### src/rtl/digit_serial_adder.sv
// rtl/digit_serial_adder.sv - digit-serial adder, DIGIT bits per clock, valid/ready on both sides
// Optional subtract mode: define DSA_SUBTRACT_EN to add the sub port.
module digit_serial_adder #(
    parameter int WIDTH = 16,
    parameter int DIGIT = 4
) (
    input  logic             clk,
    input  logic             rst_n,
    input  logic             in_valid,
    output logic             in_ready,
    input  logic [WIDTH-1:0] augend,
    input  logic [WIDTH-1:0] addend,
    input  logic             carry_in,
`ifdef DSA_SUBTRACT_EN
    input  logic             sub,
`endif
    output logic             out_valid,
    input  logic             out_ready,
    output logic [WIDTH-1:0] sum,
    output logic             carry_out,
    output logic             overflow
);

    localparam int N  = WIDTH / DIGIT;
    localparam int CW = (N > 1) ? $clog2(N) : 1;
    localparam logic [CW-1:0] LAST_DIGIT = CW'(N - 1);

    typedef enum logic [1:0] {
        IDLE,
        RUN,
        DONE
    } state_t;

    state_t state_q, state_d;

    logic [WIDTH-1:0] a_q, b_q, res_q;
    logic             carry_q;
    logic [CW-1:0]    cnt_q;
    logic [WIDTH-1:0] sum_q;
    logic             cout_q, ovf_q;

    logic             accept, last;
    logic [WIDTH-1:0] addend_eff;
    logic             cin_eff;
    logic [DIGIT:0]   dsum;
    logic             msb_cin;
    logic [WIDTH+DIGIT-1:0] res_cat, a_cat, b_cat;
    logic [WIDTH-1:0] res_next, a_next, b_next;

    // Subtraction folds into addition: a + ~b with the carry seeded by !carry_in.
`ifdef DSA_SUBTRACT_EN
    assign addend_eff = sub ? ~addend : addend;
    assign cin_eff    = sub ? ~carry_in : carry_in;
`else
    assign addend_eff = addend;
    assign cin_eff    = carry_in;
`endif

    always_ff @(posedge clk or negedge rst_n) begin
        if (!rst_n) begin
            state_q <= IDLE;
        end else begin
            state_q <= state_d;
        end
    end

    always_comb begin
        state_d   = state_q;
        in_ready  = 1'b0;
        out_valid = 1'b0;
        accept    = 1'b0;
        last      = 1'b0;
        case (state_q)
            IDLE: begin
                in_ready = 1'b1;
                if (in_valid) begin
                    accept  = 1'b1;
                    state_d = RUN;
                end
            end
            RUN: begin
                if (cnt_q == LAST_DIGIT) begin
                    last    = 1'b1;
                    state_d = DONE;
                end
            end
            DONE: begin
                out_valid = 1'b1;
                if (out_ready) begin
                    state_d = IDLE;
                end
            end
            default: state_d = IDLE;
        endcase
    end

    // Concatenate-and-slice keeps the shifts legal even when DIGIT == WIDTH.
    always_comb begin
        dsum     = {1'b0, a_q[DIGIT-1:0]} + {1'b0, b_q[DIGIT-1:0]} + {{DIGIT{1'b0}}, carry_q};
        msb_cin  = a_q[DIGIT-1] ^ b_q[DIGIT-1] ^ dsum[DIGIT-1];
        res_cat  = {dsum[DIGIT-1:0], res_q};
        a_cat    = {{DIGIT{1'b0}}, a_q};
        b_cat    = {{DIGIT{1'b0}}, b_q};
        res_next = res_cat[WIDTH+DIGIT-1:DIGIT];
        a_next   = a_cat[WIDTH+DIGIT-1:DIGIT];
        b_next   = b_cat[WIDTH+DIGIT-1:DIGIT];
    end

    always_ff @(posedge clk or negedge rst_n) begin
        if (!rst_n) begin
            a_q     <= '0;
            b_q     <= '0;
            res_q   <= '0;
            carry_q <= 1'b0;
            cnt_q   <= '0;
            sum_q   <= '0;
            cout_q  <= 1'b0;
            ovf_q   <= 1'b0;
        end else if (accept) begin
            a_q     <= augend;
            b_q     <= addend_eff;
            carry_q <= cin_eff;
            cnt_q   <= '0;
        end else if (state_q == RUN) begin
            a_q     <= a_next;
            b_q     <= b_next;
            res_q   <= res_next;
            carry_q <= dsum[DIGIT];
            cnt_q   <= cnt_q + CW'(1);
            // Visible results change only when an operation completes.
            if (last) begin
                sum_q  <= res_next;
                cout_q <= dsum[DIGIT];
                ovf_q  <= msb_cin ^ dsum[DIGIT];
            end
        end
    end

    assign sum       = sum_q;
    assign carry_out = cout_q;
    assign overflow  = ovf_q;

endmodule
### config.mk
export PLATFORM = sky130hd
export DESIGN_NAME = digit_serial_adder
export DESIGN_NICKNAME = d
export VERILOG_FILES = /design/src/rtl/digit_serial_adder.sv
export SDC_FILE = /design/constraint.sdc
export NUM_CORES = 1
export LEC_CHECK = 0
export BUFFER_PORTS_ARGS = -buffer_cell sky130_fd_sc_hd__buf_2
export CORE_MARGIN = 4
export CORE_UTILIZATION = 30
export CTS_CLUSTER_DIAMETER = 80
export DETAILED_ROUTE_END_ITERATION = 7
export PLACE_DENSITY_LB_ADDON = 0.15
export SLEW_MARGIN = 10
export SYNTH_ARGS = -nofsm -noshare
export SYNTH_HDL_FRONTEND = slang
export SYNTH_SLANG_ARGS = --single-unit
export TNS_END_PERCENT = 5
### constraint.sdc
create_clock -name clk -period 3.22 [get_ports clk]
set_clock_uncertainty 0.1 [all_clocks]
set_input_delay 0.322 -clock clk [delete_from_list [all_inputs] [get_ports clk]]
set_output_delay 0.322 -clock clk [all_outputs]
set_load 0.01 [all_outputs]
==> metrics.yaml, run 1 <==
status:
  status: "finished clean"
synthesis:
  synth_warnings: 0
  syn-num-nets: 310
  async_reset_ff_frac: 1.000
  synth_edf_count: 0
  synth_flop_cell: "dfrtp_1"
  synthesis.instances: 267
  yosys.cell_types.count: 27
  yosysSeqAreaShare: 0.5841
  ys_ff_latch: 67
  synth_area_per_cell_sq_um: 10.75
  synth_area_sq_mm: 0.002870
layout:
  syn2layout_area_growth_pct: 18.61
  drive_above_1_share: 0.2752
  diodes: 0
  final_area_sq_mm: 0.003405
  fillers: 996
  fin_nets: 366
worst_setup_path:
  ff2ff_path_depth: 5
  cp-start-kind: "flop"
  critPathMaxStageDelay_ns: 0.48
  critPathMaxFanout: 28
  critical_path.cell_chain: "nor2b_4 > buf_4 > nor2_4 > a22oi_1 > o21ai_0"
  slowest_stage: "dfrtp_1"
  cp.required_ns: 3.29
  cp-end-kind: "flop"
  path_class: "reg2reg"
  crit_arrival_ns: 2.06
clock_tree:
  cts_tree: "done"
  root_buffer: "clkbuf_8"
  cts_setup_buffers: 0
  clockBufferDepth: 2
  cts-resized-gates: 0
  clkLatencyLatePin_ns: 0.33
  clk_pin_slew_worst_paths_ns: 0.07
  cts_sinks: 67
  numCtsBuffers: 9
  cts_hold_buf: 0
  htreeDepth: 3
job:
  drv_cap: 0
drt:
  drtIter0Drc: 48
  drc: 0
  ant_nets: 0
  num_vias: 2024
  drt_wl_total_um: 6136
  wire_per_inst_um: 13.46
  dr.pass1.iters: 4
  avgViaCountPerCell: 4.439
pwr:
  p_leak_nw: 1.759
  irDropWorstVdd_v: 0.0002917
  p_per_area_mw_per_mm2: 996.7
global_route:
  grt_first_pass_wirelength_um: 10430
  grt_max_degree: 46
  met3_usage: 0.05328
  met2_usage: 0.1803
  first_global_vias: 2100
  grt-ovfl-total: 0
  antenna_found_initial: 0
  gr-max-usage-layer: "met2"
  grt_usage: 0.1170
  gr-usage-met1: 0.1503
sta:
  finalCriticalPeriod_ns: 1.991
  fin_setup_tns_ns: 0
  min_period_over_period: 0.6182
  slew_headroom: 0.3019
  hold_viol_final: 0
  finalMaxSlewViolations: 0
  fmax_mhz: 502.3
  setup_viol_count_final: 0
  rsz0062_at_grt: "false"
  worst_pin_slew_ns: 1.047
placed_design:
  placed_area_sq_mm: 0.003244
  io_buffers: 56
  place_hpwl_um: 4102
  gp_congestion: 0.7005
die:
  ios: 57
  rows: 35
  die_y_um: 105.8
  start_util: 0.3092
  dieArea_sq_mm: 0.01120
  die_w_um: 105.8
  core_sq_mm: 0.009284
worst_hold_path:
  holdCritPathClass: "in2async"
-- kinds of logic (layout without fill, tap and decap cells) --
logic type / count (synthesis) / in the layout / synth area share
compound gates: 49 / 49 / 0.1120
xor+xnor: 3 / 3 / 0.009156
fa+ha+maj: 6 / 6 / 0.03139
buf+inv: 19 / 79 / 0.03923
flops: 67 / 67 / 0.5841
mux: 13 / 13 / 0.06277
simple gates: 110 / 110 / 0.1613
-- where the power goes --
| group | switching (W) | total [W] | leakage, nW | internal [W] |
|---|---|---|---|---|
| registers | 0.000218 | 0.00143 | 0.856 | 0.00121 |
| logic | 0.000800 | 0.00138 | 0.817 | 0.000575 |
| clock network | 0.000298 | 0.000591 | 0.0860 | 0.000293 |
-- metal layers --
metal	wire length, um	vias up
li1	-	1009
met3	469	5
met2	2725	54
met4	58	0
met5	0	-
met1	2882	956
-- per-stage QoR --
| step | total power, W | setup WS [ns] | instances | hold slack (ns) | util |
|---|---|---|---|---|---|
| after CTS | 0.003460 | 1.212 | 456 | 0.05862 | 0.3667 |
| after global placement | 0.002827 | 1.251 | 441 | 0.3591 | 0.3495 |
| after detailed placement | 0.002852 | 1.208 | 441 | 0.3636 | 0.3495 |
| final | 0.003393 | 1.229 | 456 | 0.02458 | 0.3667 |
| after floorplan | 0.002492 | 1.487 | 267 | -0.07359 | - |
| after global routing | 0.003694 | 1.079 | 456 | 0.05852 | 0.3667 |
-- area by class of cell --
| cell class | instances | area (sq um) | share of cell area |
|---|---|---|---|
| clock buffers | 12 | 145.1 | 0.04263 |
| clock inverters | 3 | 15.01 | 0.004410 |
| inverters | 4 | 15.01 | 0.004410 |
| multi-input cells | 181 | 1081 | 0.3175 |
| flip-flops and latches | 67 | 1677 | 0.4925 |
| well taps | 129 | 161.4 | 0.04741 |
| repair buffers | 60 | 310.3 | 0.09114 |
-- cells in the mapped netlist, drive strengths merged (3+ instances only) --
cell    count  area, sq um
ha          4        50.05
o21ai      20        100.1
inv         4        15.01
nand2      99        379.1
buf        14        93.84
nor2        4        22.52
dfrtp      67         1677
a22oi      23        172.7
nand2b      3        18.77
mux2       13        180.2
-- worst paths after layout --
| kind | startpoint | end | slack (ns) |
|---|---|---|---|
| worst max-delay path | state_q[0]$_DFFE_PN0P_ | carry_q$_DFFE_PN0P_ | 1.23 |
| worst min-delay path | rst_n | res_q[6]$_DFFE_PN0P_ | 0.02 |
| worst max register to register | state_q[0]$_DFFE_PN0P_ | carry_q$_DFFE_PN0P_ | 1.23 |
| worst min register to register | res_q[6]$_DFFE_PN0P_ | res_q[6]$_DFFE_PN0P_ | 0.37 |
| max in group asynchronous | rst_n | carry_out$_DFFE_PN0P_ | 2.24 |
| min in group clk | out_ready | state_q[1]$_DFFE_PN0P_ | 0.08 |
-- sequential cells by signal, indices dropped and copies added, names as in the netlist --
signal and cells:
a_q 16, b_q 16, carry_out 1, carry_q 1, cnt_q 2, overflow 1, res_q 12, state_q 2
sum 16
-- cells in the final DEF, fill, tap and decap left out --
master / instances
nand2_1: 98
dfrtp_1: 67
buf_2: 56
a22oi_1: 23
o21ai_0: 20
clkbuf_8: 10
mux2_4: 9
inv_1: 4
mux2_2: 4
ha_1: 4
buf_4: 4
nor2_1: 3
nand2b_1: 3
clkinv_2: 3
xor2_1: 2
nor3_1: 2
a221o_1: 2
fa_1: 2
clkbuf_1: 2
nor2b_4: 1
a211oi_1: 1
nor3b_4: 1
nor2_4: 1
nand2_4: 1
a21o_1: 1
a21oi_1: 1
o2bb2ai_1: 1
xnor2_1: 1
-- critical path, delay by kind of cell (launching register included) --
family          cells  cell delay [ns]
simple gates        2             0.56
flops               1             0.48
buf+inv             1             0.39
compound gates      2             0.28
(Power assumes the default switching activity.)
==> run 2: changes to the inputs <==
Settings changed: ABC_AREA set to 1.
Clock period 3.22 ns to 2 ns, I/O delays scaled along.
==> run 2 against run 1 <==
Total power rose by 82%; critical path depth rose by 5; combinational power rose by 73%; highest routed layer unchanged; largest power group is now combinational logic.
==> metrics.yaml, run 2 <==
status:
  status: "finished clean"
pwr:
  total_power_w: 0.006181
  p_clk_frac: 0.240
  p_leak_nw: 1.998
  p_sw_w: 0.002336
  irDropWorstVdd_v: 0.0005262
  switching_share: 0.3779
  intPower_w: 0.003845
  p_per_area_mw_per_mm2: 1605
  p_seq_frac: 0.373
  power_frac_comb: 0.387
worst_setup_path:
  critical_path.cell_chain: "fa_1 > inv_1 > fa_1 > inv_1 > nand2_1 > nand2_1 > nand2_1 > nand2_1 > nand3_1 > nand2_1"
  critPathMaxFanout: 3
  critPathMaxStageDelay_ns: 0.47
  critPathMostFrequentCell: "nand2_1"
  crit_arrival_ns: 1.98
  cp-start-kind: "flop"
  cp.required_ns: 2.13
  slowest_stage: "fa_1"
  cp-end-kind: "flop"
  path_class: "reg2reg"
  cp_num_buf_inv: 2
  crit_family: "adder cells"
synthesis:
  synth_edf_count: 0
  ys_ff_latch: 67
  netlist_top_cells_count: "nand2_1, dfrtp_1, nand3_1, o21ai_0, inv_1"
  yosys.cell_types.count: 21
  yosysTopAreaCell: "dfrtp_1"
  yosysSeqAreaShare: 0.5824
  synth_area_sq_mm: 0.002879
  yosys-top-cells-area: "dfrtp_1, nand2_1, nand3_1"
  synth_area_per_cell_sq_um: 8.751
  synth_top_area_share: 0.5824
  synthesis.instances: 329
  synth_flop_cell: "dfrtp_1"
  synth.most_common_cell: "nand2_1"
  synth_warnings: 0
  async_reset_ff_frac: 1.000
  syn-num-nets: 372
sta:
  finalMaxSlewViolations: 0
  worst_pin_slew_ns: 0.5471
  fmax_mhz: 540.2
  min_period_over_period: 0.9256
  slew_headroom: 0.6347
  finalCriticalPeriod_ns: 1.851
  hold_viol_final: 0
  rsz0062_at_grt: "false"
  fin_setup_tns_ns: 0
  setup_viol_count_final: 0
die:
  die_w_um: 106.0
  core_sq_mm: 0.009284
  dieArea_sq_mm: 0.01123
  start_util: 0.3101
  ios: 57
  die_y_um: 106.0
  rows: 35
clock_tree:
  clk_pin_slew_worst_paths_ns: 0.07
  htreeDepth: 3
  root_buffer: "clkbuf_8"
  cts_sinks: 67
  clkLatencyLatePin_ns: 0.34
  cts-resized-gates: 0
  clockBufferDepth: 2
  cts_tree: "done"
  numCtsBuffers: 9
drt:
  drtIter0Drc: 89
  m1WireLength_um: 2968
  top_layer_used: "met4"
  wire_per_inst_um: 11.50
  drc: 0
  num_vias: 2351
  drt_wl_total_um: 6361
  avgViaCountPerCell: 4.251
  routed-wl-met2_um: 2962
  ant_nets: 0
  dr.pass1.iters: 4
  routed-wl-met3_um: 329
job:
  drv_cap: 0
worst_hold_path:
  holdCritPathClass: "in2reg"
layout:
  diodes: 0
  drive_above_1_share: 0.2028
  final_common_cell: "nand2_1"
  fin_cells: 553
  fin_nets: 462
  layout_common_cells: "nand2_1, dfrtp_1, buf_2, dlygate4sd3_1, nand3_1"
  syn2layout_area_growth_pct: 33.77
  fillers: 985
placed_design:
  place_hpwl_um: 4222
  io_buffers: 56
  gp_congestion: 0.7992
  placedCellCount: 506
global_route:
  antenna_found_initial: 0
  grt_max_degree: 68
  grt_usage: 0.1236
  grt-ovfl-total: 0
  first_global_vias: 2365
  grt_first_pass_wirelength_um: 11070
[run 2: cell count changes after synthesis, moves of 6 or more]
cell	delta
buf_4	-6
nand2_1	+55
nand3_1	+28
inv_1	+13
mux2_4	-9
a22oi_1	-23
[run 2: path summary, 6_finish.rpt]
path | start | end | slack (ns) | depth (start not counted)
max reg2reg | a_q[0]$_DFFE_PN0P_ | overflow$_DFFE_PN0P_ | 0.15 | 10
min in group asynchronous | rst_n | sum[7]$_DFFE_PN0P_ | 0.28 | 3
max | a_q[0]$_DFFE_PN0P_ | overflow$_DFFE_PN0P_ | 0.15 | 10
min | augend[0] | a_q[0]$_DFFE_PN0P_ | 0.03 | 3
max in group asynchronous | rst_n | cnt_q[1]$_DFFE_PN0P_ | 1.18 | 3
min reg2reg | sum[2]$_DFFE_PN0P_ | sum[2]$_DFFE_PN0P_ | 0.37 | 2
[run 2: power by group through the flow]
stage	Combinational, W	Clock, W	Sequential [W]
floorplan	0.00179	0	0.00234
global placement	0.00239	0	0.00232
detailed placement	0.00241	0	0.00233
CTS	0.00247	0.00152	0.00231
global route	0.00281	0.00160	0.00238
finish	0.00239	0.00148	0.00230
[run 2: what timing repair did]
item	in CTS	in global routing
endpoints found under the hold margin	97	0
setup endpoints to repair	0	0
buffers inserted	0	0
hold buffers	31	0
[run 2: logic make-up (layout without fill, tap and decap cells)]
group	count (synthesis)	after routing	synth area share
compound gates	29	29	0.05389
xor+xnor	1	1	0.003043
fa+ha+maj	6	6	0.03129
buf+inv	34	129	0.06171
flops	67	67	0.5824
simple gates	192	192	0.2677
[run 2: worst register-to-register path: cells and delay by family (launching register included)]
| family | cells | cell delay (ns) |
|---|---|---|
| adder cells (fa/ha/maj) | 2 | 0.68 |
| flip-flops | 1 | 0.40 |
| AND/OR/NAND/NOR | 6 | 0.40 |
| buffers and inverters | 2 | 0.16 |
[run 2: metrics by stage]
stage / hold WS, ns / utilization / setup WS (ns) / cell area (sq um)
after detailed placement: 0.1548 / 0.3528 / 0.1475 / 3276
after CTS: 0.004483 / 0.4148 / 0.1340 / 3851
after global placement: 0.1551 / 0.3528 / 0.2055 / 3276
final: 0.02663 / 0.4148 / 0.1487 / 3851
after global routing: 0.004860 / 0.4148 / 0.004130 / 3851
after floorplan: -0.1956 / - / 0.3126 / 2879
[run 2: layout make-up]
class | count | area, sq um | area share
clock inverters | 6 | 137.6 | 0.03574
inverters | 20 | 75.07 | 0.01949
repair buffers | 93 | 648.1 | 0.1683
clock buffers | 10 | 127.6 | 0.03314
multi-input cells | 228 | 1025 | 0.2661
well taps | 129 | 161.4 | 0.04191
flip-flops and latches | 67 | 1677 | 0.4353
[run 2: routing by layer]
layer  track usage  up-vias
met5             0        -
met4       0.04070        0
met3       0.04554       11
met2        0.2031       50
met1        0.1505     1085
li1              -     1205
